### src/rtl/riscv_pkg.sv
// Shared definitions for the program loader.
//   loader_state_t : states of the loader FSM
//   WORD_BYTES     : bytes per instruction word on the byte stream
//   word_byte_addr : converts a word index into a word-aligned byte address
package riscv_pkg;

    localparam int WORD_BYTES = 4;

    typedef enum logic [2:0] {
        S_LEN,
        S_DATA,
        S_WRITE,
        S_DONE,
        S_ERR
    } loader_state_t;

    function automatic logic [31:0] word_byte_addr(input logic [31:0] idx);
        return idx << $clog2(WORD_BYTES);
    endfunction

endpackage

### src/rtl/program_loader_if.sv
// Signal bundle between the byte source / instruction memory / core and the
// program loader.
//   in_valid, in_data, in_ready : byte stream (valid/ready)
//   load_req                    : restart request (acted on only when done)
//   mem_we, mem_addr, mem_wdata : instruction memory write port
//   cpu_hold, done, error       : load status towards the core
//   words_loaded                : words committed in the current load
// slave  = the loader, master = everything around it.
interface program_loader_if #(
    parameter int CNT_W = 8
);
    logic             in_valid;
    logic [7:0]       in_data;
    logic             in_ready;
    logic             load_req;
    logic             mem_we;
    logic [31:0]      mem_addr;
    logic [31:0]      mem_wdata;
    logic             cpu_hold;
    logic             done;
    logic             error;
    logic [CNT_W-1:0] words_loaded;

    modport master (
        output in_valid, in_data, load_req,
        input  in_ready, mem_we, mem_addr, mem_wdata,
               cpu_hold, done, error, words_loaded
    );

    modport slave (
        input  in_valid, in_data, load_req,
        output in_ready, mem_we, mem_addr, mem_wdata,
               cpu_hold, done, error, words_loaded
    );
endinterface

### src/rtl/byte_to_word_assembler.sv
// Collects little-endian bytes into 32-bit words.
//   clk, rst   : clock, synchronous active-high reset
//   clear      : drop any partial word and restart at byte 0
//   byte_valid : byte_in is consumed this cycle
//   byte_in    : stream byte
//   word_out   : assembled word, meaningful while word_valid is high
//   word_valid : pulses in the cycle the 4th byte of a word is consumed
// Only the first three bytes are stored; the 4th is taken straight from
// byte_in so the word is available in the same cycle it completes.
module byte_to_word_assembler
    import riscv_pkg::*;
(
    input  logic        clk,
    input  logic        rst,
    input  logic        clear,
    input  logic        byte_valid,
    input  logic [7:0]  byte_in,
    output logic [31:0] word_out,
    output logic        word_valid
);

    logic [1:0]  byte_cnt_reg;
    logic [23:0] shift_reg;

    // Bytes enter at the top and move down, so the first byte of a word
    // ends up in bits [7:0].
    assign word_out   = {byte_in, shift_reg};
    assign word_valid = byte_valid && (byte_cnt_reg == 2'(WORD_BYTES - 1));

    always_ff @(posedge clk) begin
        if (rst || clear) begin
            byte_cnt_reg <= '0;
            shift_reg    <= '0;
        end else if (byte_valid) begin
            byte_cnt_reg <= byte_cnt_reg + 2'd1;
            shift_reg    <= {byte_in, shift_reg[23:8]};
        end
    end

endmodule

### src/rtl/program_loader.sv
// Loads a program from a byte stream into instruction memory.
// Stream: 32-bit LE word count N, then N LE words. Each word is written
// once (mem_we one cycle) at byte address index*4. The core is held
// (cpu_hold) until the last word is committed; a length above MEM_SIZE
// parks the loader in a sticky error state until rst.
//   clk, rst : clock, synchronous active-high reset
//   bus      : program_loader_if slave (stream, memory write, status)
module program_loader
    import riscv_pkg::*;
#(
    parameter int MEM_SIZE = 128,
    parameter int CNT_W    = $clog2(MEM_SIZE + 1)
) (
    input  logic            clk,
    input  logic            rst,
    program_loader_if.slave bus
);

    loader_state_t    state_reg, state_next;
    logic [31:0]      len_reg, len_next;
    logic [CNT_W-1:0] words_reg, words_next;
    logic [31:0]      addr_reg, addr_next;
    logic [31:0]      wdata_reg, wdata_next;

    logic        ready_w;
    logic        byte_fire;
    logic        asm_clear;
    logic [31:0] asm_word;
    logic        asm_valid;

    assign ready_w   = (state_reg == S_LEN) || (state_reg == S_DATA);
    assign byte_fire = bus.in_valid && ready_w;

    byte_to_word_assembler u_asm (
        .clk        (clk),
        .rst        (rst),
        .clear      (asm_clear),
        .byte_valid (byte_fire),
        .byte_in    (bus.in_data),
        .word_out   (asm_word),
        .word_valid (asm_valid)
    );

    always_ff @(posedge clk) begin
        if (rst) begin
            state_reg <= S_LEN;
            len_reg   <= '0;
            words_reg <= '0;
            addr_reg  <= '0;
            wdata_reg <= '0;
        end else begin
            state_reg <= state_next;
            len_reg   <= len_next;
            words_reg <= words_next;
            addr_reg  <= addr_next;
            wdata_reg <= wdata_next;
        end
    end

    always_comb begin
        state_next = state_reg;
        len_next   = len_reg;
        words_next = words_reg;
        addr_next  = addr_reg;
        wdata_next = wdata_reg;
        asm_clear  = 1'b0;
        case (state_reg)
            S_LEN: begin
                if (asm_valid) begin
                    len_next = asm_word;
                    // Full 32-bit unsigned compare: a huge length must not
                    // alias onto a small one.
                    if (asm_word == 32'd0)
                        state_next = S_DONE;
                    else if (asm_word > 32'(MEM_SIZE))
                        state_next = S_ERR;
                    else
                        state_next = S_DATA;
                end
            end
            S_DATA: begin
                if (asm_valid) begin
                    wdata_next = asm_word;
                    addr_next  = word_byte_addr(32'(words_reg));
                    state_next = S_WRITE;
                end
            end
            S_WRITE: begin
                words_next = words_reg + 1'b1;
                if (32'(words_reg) + 32'd1 == len_reg)
                    state_next = S_DONE;
                else
                    state_next = S_DATA;
            end
            S_DONE: begin
                if (bus.load_req) begin
                    state_next = S_LEN;
                    len_next   = '0;
                    words_next = '0;
                    asm_clear  = 1'b1;
                end
            end
            S_ERR: begin
                // Sticky until rst.
            end
            default: state_next = S_LEN;
        endcase
    end

    // All status outputs decode directly from the state register.
    assign bus.in_ready     = ready_w;
    assign bus.mem_we       = (state_reg == S_WRITE);
    assign bus.mem_addr     = addr_reg;
    assign bus.mem_wdata    = wdata_reg;
    assign bus.cpu_hold     = (state_reg != S_DONE);
    assign bus.done         = (state_reg == S_DONE);
    assign bus.error        = (state_reg == S_ERR);
    assign bus.words_loaded = words_reg;

endmodule
### src/flat_wrapper.sv
// flat-port wrapper written by rule: the top's interface ports become plain ports
module program_loader_flat import riscv_pkg::*;
#(
    parameter int MEM_SIZE = 128,
    parameter int CNT_W    = $clog2(MEM_SIZE + 1)
)
  (clk, rst, bus_in_valid, bus_in_data, bus_load_req, bus_in_ready, bus_mem_we, bus_mem_addr, bus_mem_wdata, bus_cpu_hold, bus_done, bus_error, bus_words_loaded);
  program_loader_if #(.CNT_W(CNT_W)) bus_i ();
  input  logic clk;
  input  logic rst;
  input wire logic [$bits(bus_i.in_valid)-1:0] bus_in_valid;
  input wire logic [$bits(bus_i.in_data)-1:0] bus_in_data;
  input wire logic [$bits(bus_i.load_req)-1:0] bus_load_req;
  output wire logic [$bits(bus_i.in_ready)-1:0] bus_in_ready;
  output wire logic [$bits(bus_i.mem_we)-1:0] bus_mem_we;
  output wire logic [$bits(bus_i.mem_addr)-1:0] bus_mem_addr;
  output wire logic [$bits(bus_i.mem_wdata)-1:0] bus_mem_wdata;
  output wire logic [$bits(bus_i.cpu_hold)-1:0] bus_cpu_hold;
  output wire logic [$bits(bus_i.done)-1:0] bus_done;
  output wire logic [$bits(bus_i.error)-1:0] bus_error;
  output wire logic [$bits(bus_i.words_loaded)-1:0] bus_words_loaded;
  assign bus_i.in_valid = bus_in_valid;
  assign bus_i.in_data = bus_in_data;
  assign bus_i.load_req = bus_load_req;
  assign bus_in_ready = bus_i.in_ready;
  assign bus_mem_we = bus_i.mem_we;
  assign bus_mem_addr = bus_i.mem_addr;
  assign bus_mem_wdata = bus_i.mem_wdata;
  assign bus_cpu_hold = bus_i.cpu_hold;
  assign bus_done = bus_i.done;
  assign bus_error = bus_i.error;
  assign bus_words_loaded = bus_i.words_loaded;
  program_loader #(.MEM_SIZE(MEM_SIZE), .CNT_W(CNT_W)) u_core (.clk(clk), .rst(rst), .bus(bus_i));
endmodule
### config.mk
export PLATFORM = sky130hd
export DESIGN_NAME = program_loader_flat
export DESIGN_NICKNAME = d
export VERILOG_FILES = /design/src/rtl/riscv_pkg.sv /design/src/rtl/program_loader_if.sv /design/src/rtl/byte_to_word_assembler.sv /design/src/rtl/program_loader.sv /design/src/flat_wrapper.sv
export SDC_FILE = /design/constraint.sdc
export NUM_CORES = 1
export LEC_CHECK = 0
export BUFFER_PORTS_ARGS = -buffer_cell sky130_fd_sc_hd__buf_4
export CAP_MARGIN = 15
export CORE_ASPECT_RATIO = 1.1
export CORE_MARGIN = 1.5
export CORE_UTILIZATION = 45
export DETAILED_ROUTE_END_ITERATION = 10
export GPL_ROUTABILITY_DRIVEN = 0
export PLACE_DENSITY = 0.73
export SETUP_SLACK_MARGIN = 0.05
export SLEW_MARGIN = 20
export SYNTH_ARGS = -nofsm -noshare
export SYNTH_HDL_FRONTEND = slang
export SYNTH_SLANG_ARGS = --single-unit
### constraint.sdc
create_clock -name clk -period 1.63 [get_ports clk]
set_input_delay 0.4075 -clock clk [delete_from_list [all_inputs] [get_ports clk]]
set_output_delay 0.4075 -clock clk [all_outputs]
set_load 0.02 [all_outputs]
==> impl_metrics.json <==
{
  "postCtsHoldBufs": 0,
  "startpoint_type": "register",
  "ys_seq_elements": 109,
  "hold_viol": 0,
  "cp_max_fo": 4,
  "cts_inserted_buffers": 9,
  "synth_area_leader_cell": "dfxtp_1",
  "crit_required_ps": 1220,
  "dp_slack_ps": -139.3,
  "clk_pin_slew_worst_paths_ps": 110,
  "antenna_found_initial": 0,
  "port-buffer-count": 64,
  "synth_top_cells_by_area": "dfxtp_1, nand2_1, a21oi_1",
  "drc_errors": 0,
  "worst_slack_ps": -178.5,
  "hold_path.startpoint": "bus_in_data[6]",
  "setup_violations": 7,
  "syn_inst": 588,
  "cp-startpoint": "u_core.state_reg[0]",
  "hold_path_class": "in2reg",
  "hold_ws_ps": 418.8,
  "cts-root-buf": "clkbuf_8",
  "tritoncts": "built",
  "p_leak_nw": 2.324,
  "peakVddDrop_mv": 0.4791,
  "htreeDepth": 3,
  "synth_flop_cell": "dfxtp_1",
  "fin_crit_ps": 1809,
  "clock_skew_ps": 11.29,
  "synth_area_per_cell_um2": 7.765,
  "r2r-start": "u_core.state_reg[0]",
  "crit_type": "reg2out",
  "slew_viol_final": 0,
  "grt_pass1_vias": 4066,
  "grt-ovfl-total": 0,
  "grt_max_degree": 46,
  "row_count": 38,
  "syn_area_mm2": 0.004566,
  "ys_seq_area_share_pct": 47.79,
  "synth-edff-count": 0,
  "yosys.cell_count.top_type": "nand2_1",
  "cts_num_sinks": 109,
  "start_util_pct": 46.17,
  "diodes": 0,
  "max_freq_mhz": 552.9,
  "violations": "setup timing",
  "final_util_pct": 60.73,
  "core-area_mm2": 0.009889,
  "clock_path_buffers": 2,
  "cp.arrival_ps": 1400,
  "io_pins": 89,
  "grt_usage_pct": 22.67,
  "finalWirelength_um": 12540,
  "ys_async_sr_fraction_pct": 0,
  "syn_to_final_growth_pct": 31.54,
  "powerDensity_mw_per_mm2": 808.5,
  "drv_cap": 0,
  "yosysUniqueCellTypes": 44,
  "dp.final_hpwl_um": 8287,
  "ant_nets": 0,
  "end_kind": "output pin",
  "synth_warnings": 0,
  "grt_pass1_wl_um": 19450,
  "drtIter0Drc": 283,
  "final_layout_size_suffix_gt1_share_pct": 26.91,
  "synth.top_cell.area_share_pct": 47.79,
  "period_share_pct": 111.0,
  "nets": 704,
  "wire_per_inst_um": 15.39,
  "drt-vias-per-instance": 5.427,
  "status": "finished with violations",
  "die_h_um": 108.6,
  "dr_total_vias": 4423,
  "rsz0062_at_grt": "true",
  "clock_latency_ps": 360,
  "synth_commonest_cells": "nand2_1, a21oi_1, dfxtp_1, nand3_1, buf_4",
  "die_width_um": 99.04,
  "die_area_mm2": 0.01076,
  "first_pass_iters": 5
}
cells in the final DEF, fill, tap and decap left out, drive strengths merged, types with 2 or more instances in the layout:
cell type / count
inv: 4
nand3: 40
or4: 3
o31a: 2
xnor2: 9
nor2: 10
clkinv: 2
clkbuf: 13
a211oi: 3
nor4: 13
or3: 3
dfxtp: 109
nand4: 5
o21ai: 5
and3: 5
a21oi: 110
xor2: 4
ha: 2
conb: 24
bufinv: 2
nand2: 173
a31oi: 3
buf: 132
nor3: 7
and2: 2
path summary, 6_finish.rpt:
| path | endpoint | slack (ps) | cells past startpoint |
|---|---|---|---|
| setup / recovery | bus_mem_we | -180 | 4 |
| hold / removal | u_core.len_reg[30] | 420 | 4 |
| setup reg to reg | u_core.bus.words_loaded[7] | -90 | 4 |
| hold reg to reg | u_core.bus.mem_addr[7] | 460 | 2 |
worst max-delay path: stages (launching register included):
cell,delay [ps]
dfxtp_4,370
or3b_4,420
clkinv_4,60
buf_6,90
buf_6,100
layout make-up:
type,count,area [µm²]
Clock inverter,5,82.58
Sequential cell,109,2202
Timing Repair Buffer,134,1186
Clock buffer,11,141.4
Inverter,4,22.52
Tap cell,120,150.1
Multi-Input combinational cell,432,2221
Fill cell,879,3884
per-stage QoR:
stage	cell area [µm²]	total power, W	instances	setup TNS (ps)
global route	6006	0.005040	815	-1089
floorplan	4679	0.002989	611	0
CTS	5801	0.004866	805	-581.8
global placement	5408	0.003078	780	-156.9
finish	6006	0.004856	815	-680.4
detailed placement	5408	0.003082	780	-309.0
cell families after synthesis:
kind of cell               synth area share (%)
and+or+nand+nor                           25.65
AOI/OAI and AO/OA                         14.63
DFF                                       47.79
buffers and inverters                     8.578
xor gates and xnor gates                  2.494
adders and majority gates                0.5480
other                                   0.08214
muxes                                    0.2192
layer usage:
metal / GRT usage [%] / wire [µm]
met4: 9.286 / 384
met3: 3.718 / 679
met1: 29.76 / 5439
met2: 37.39 / 6040
met5: 0 / 0
what timing repair did:
item                                    in CTS  in global routing
cloned                                       0                  2
resized for setup                           26                 24
setup buffers                                9                  9
endpoints found under the setup margin      60                111
pin swaps                                    3                 15
report_power, final:
| part | switching [W] | leakage (nW) | internal (W) |
|---|---|---|---|
| Sequential | 0.0000222 | 0.885 | 0.00268 |
| Combinational | 0.000220 | 1.33 | 0.000117 |
| Clock | 0.000899 | 0.110 | 0.000913 |
(Power assumes the default switching activity.)
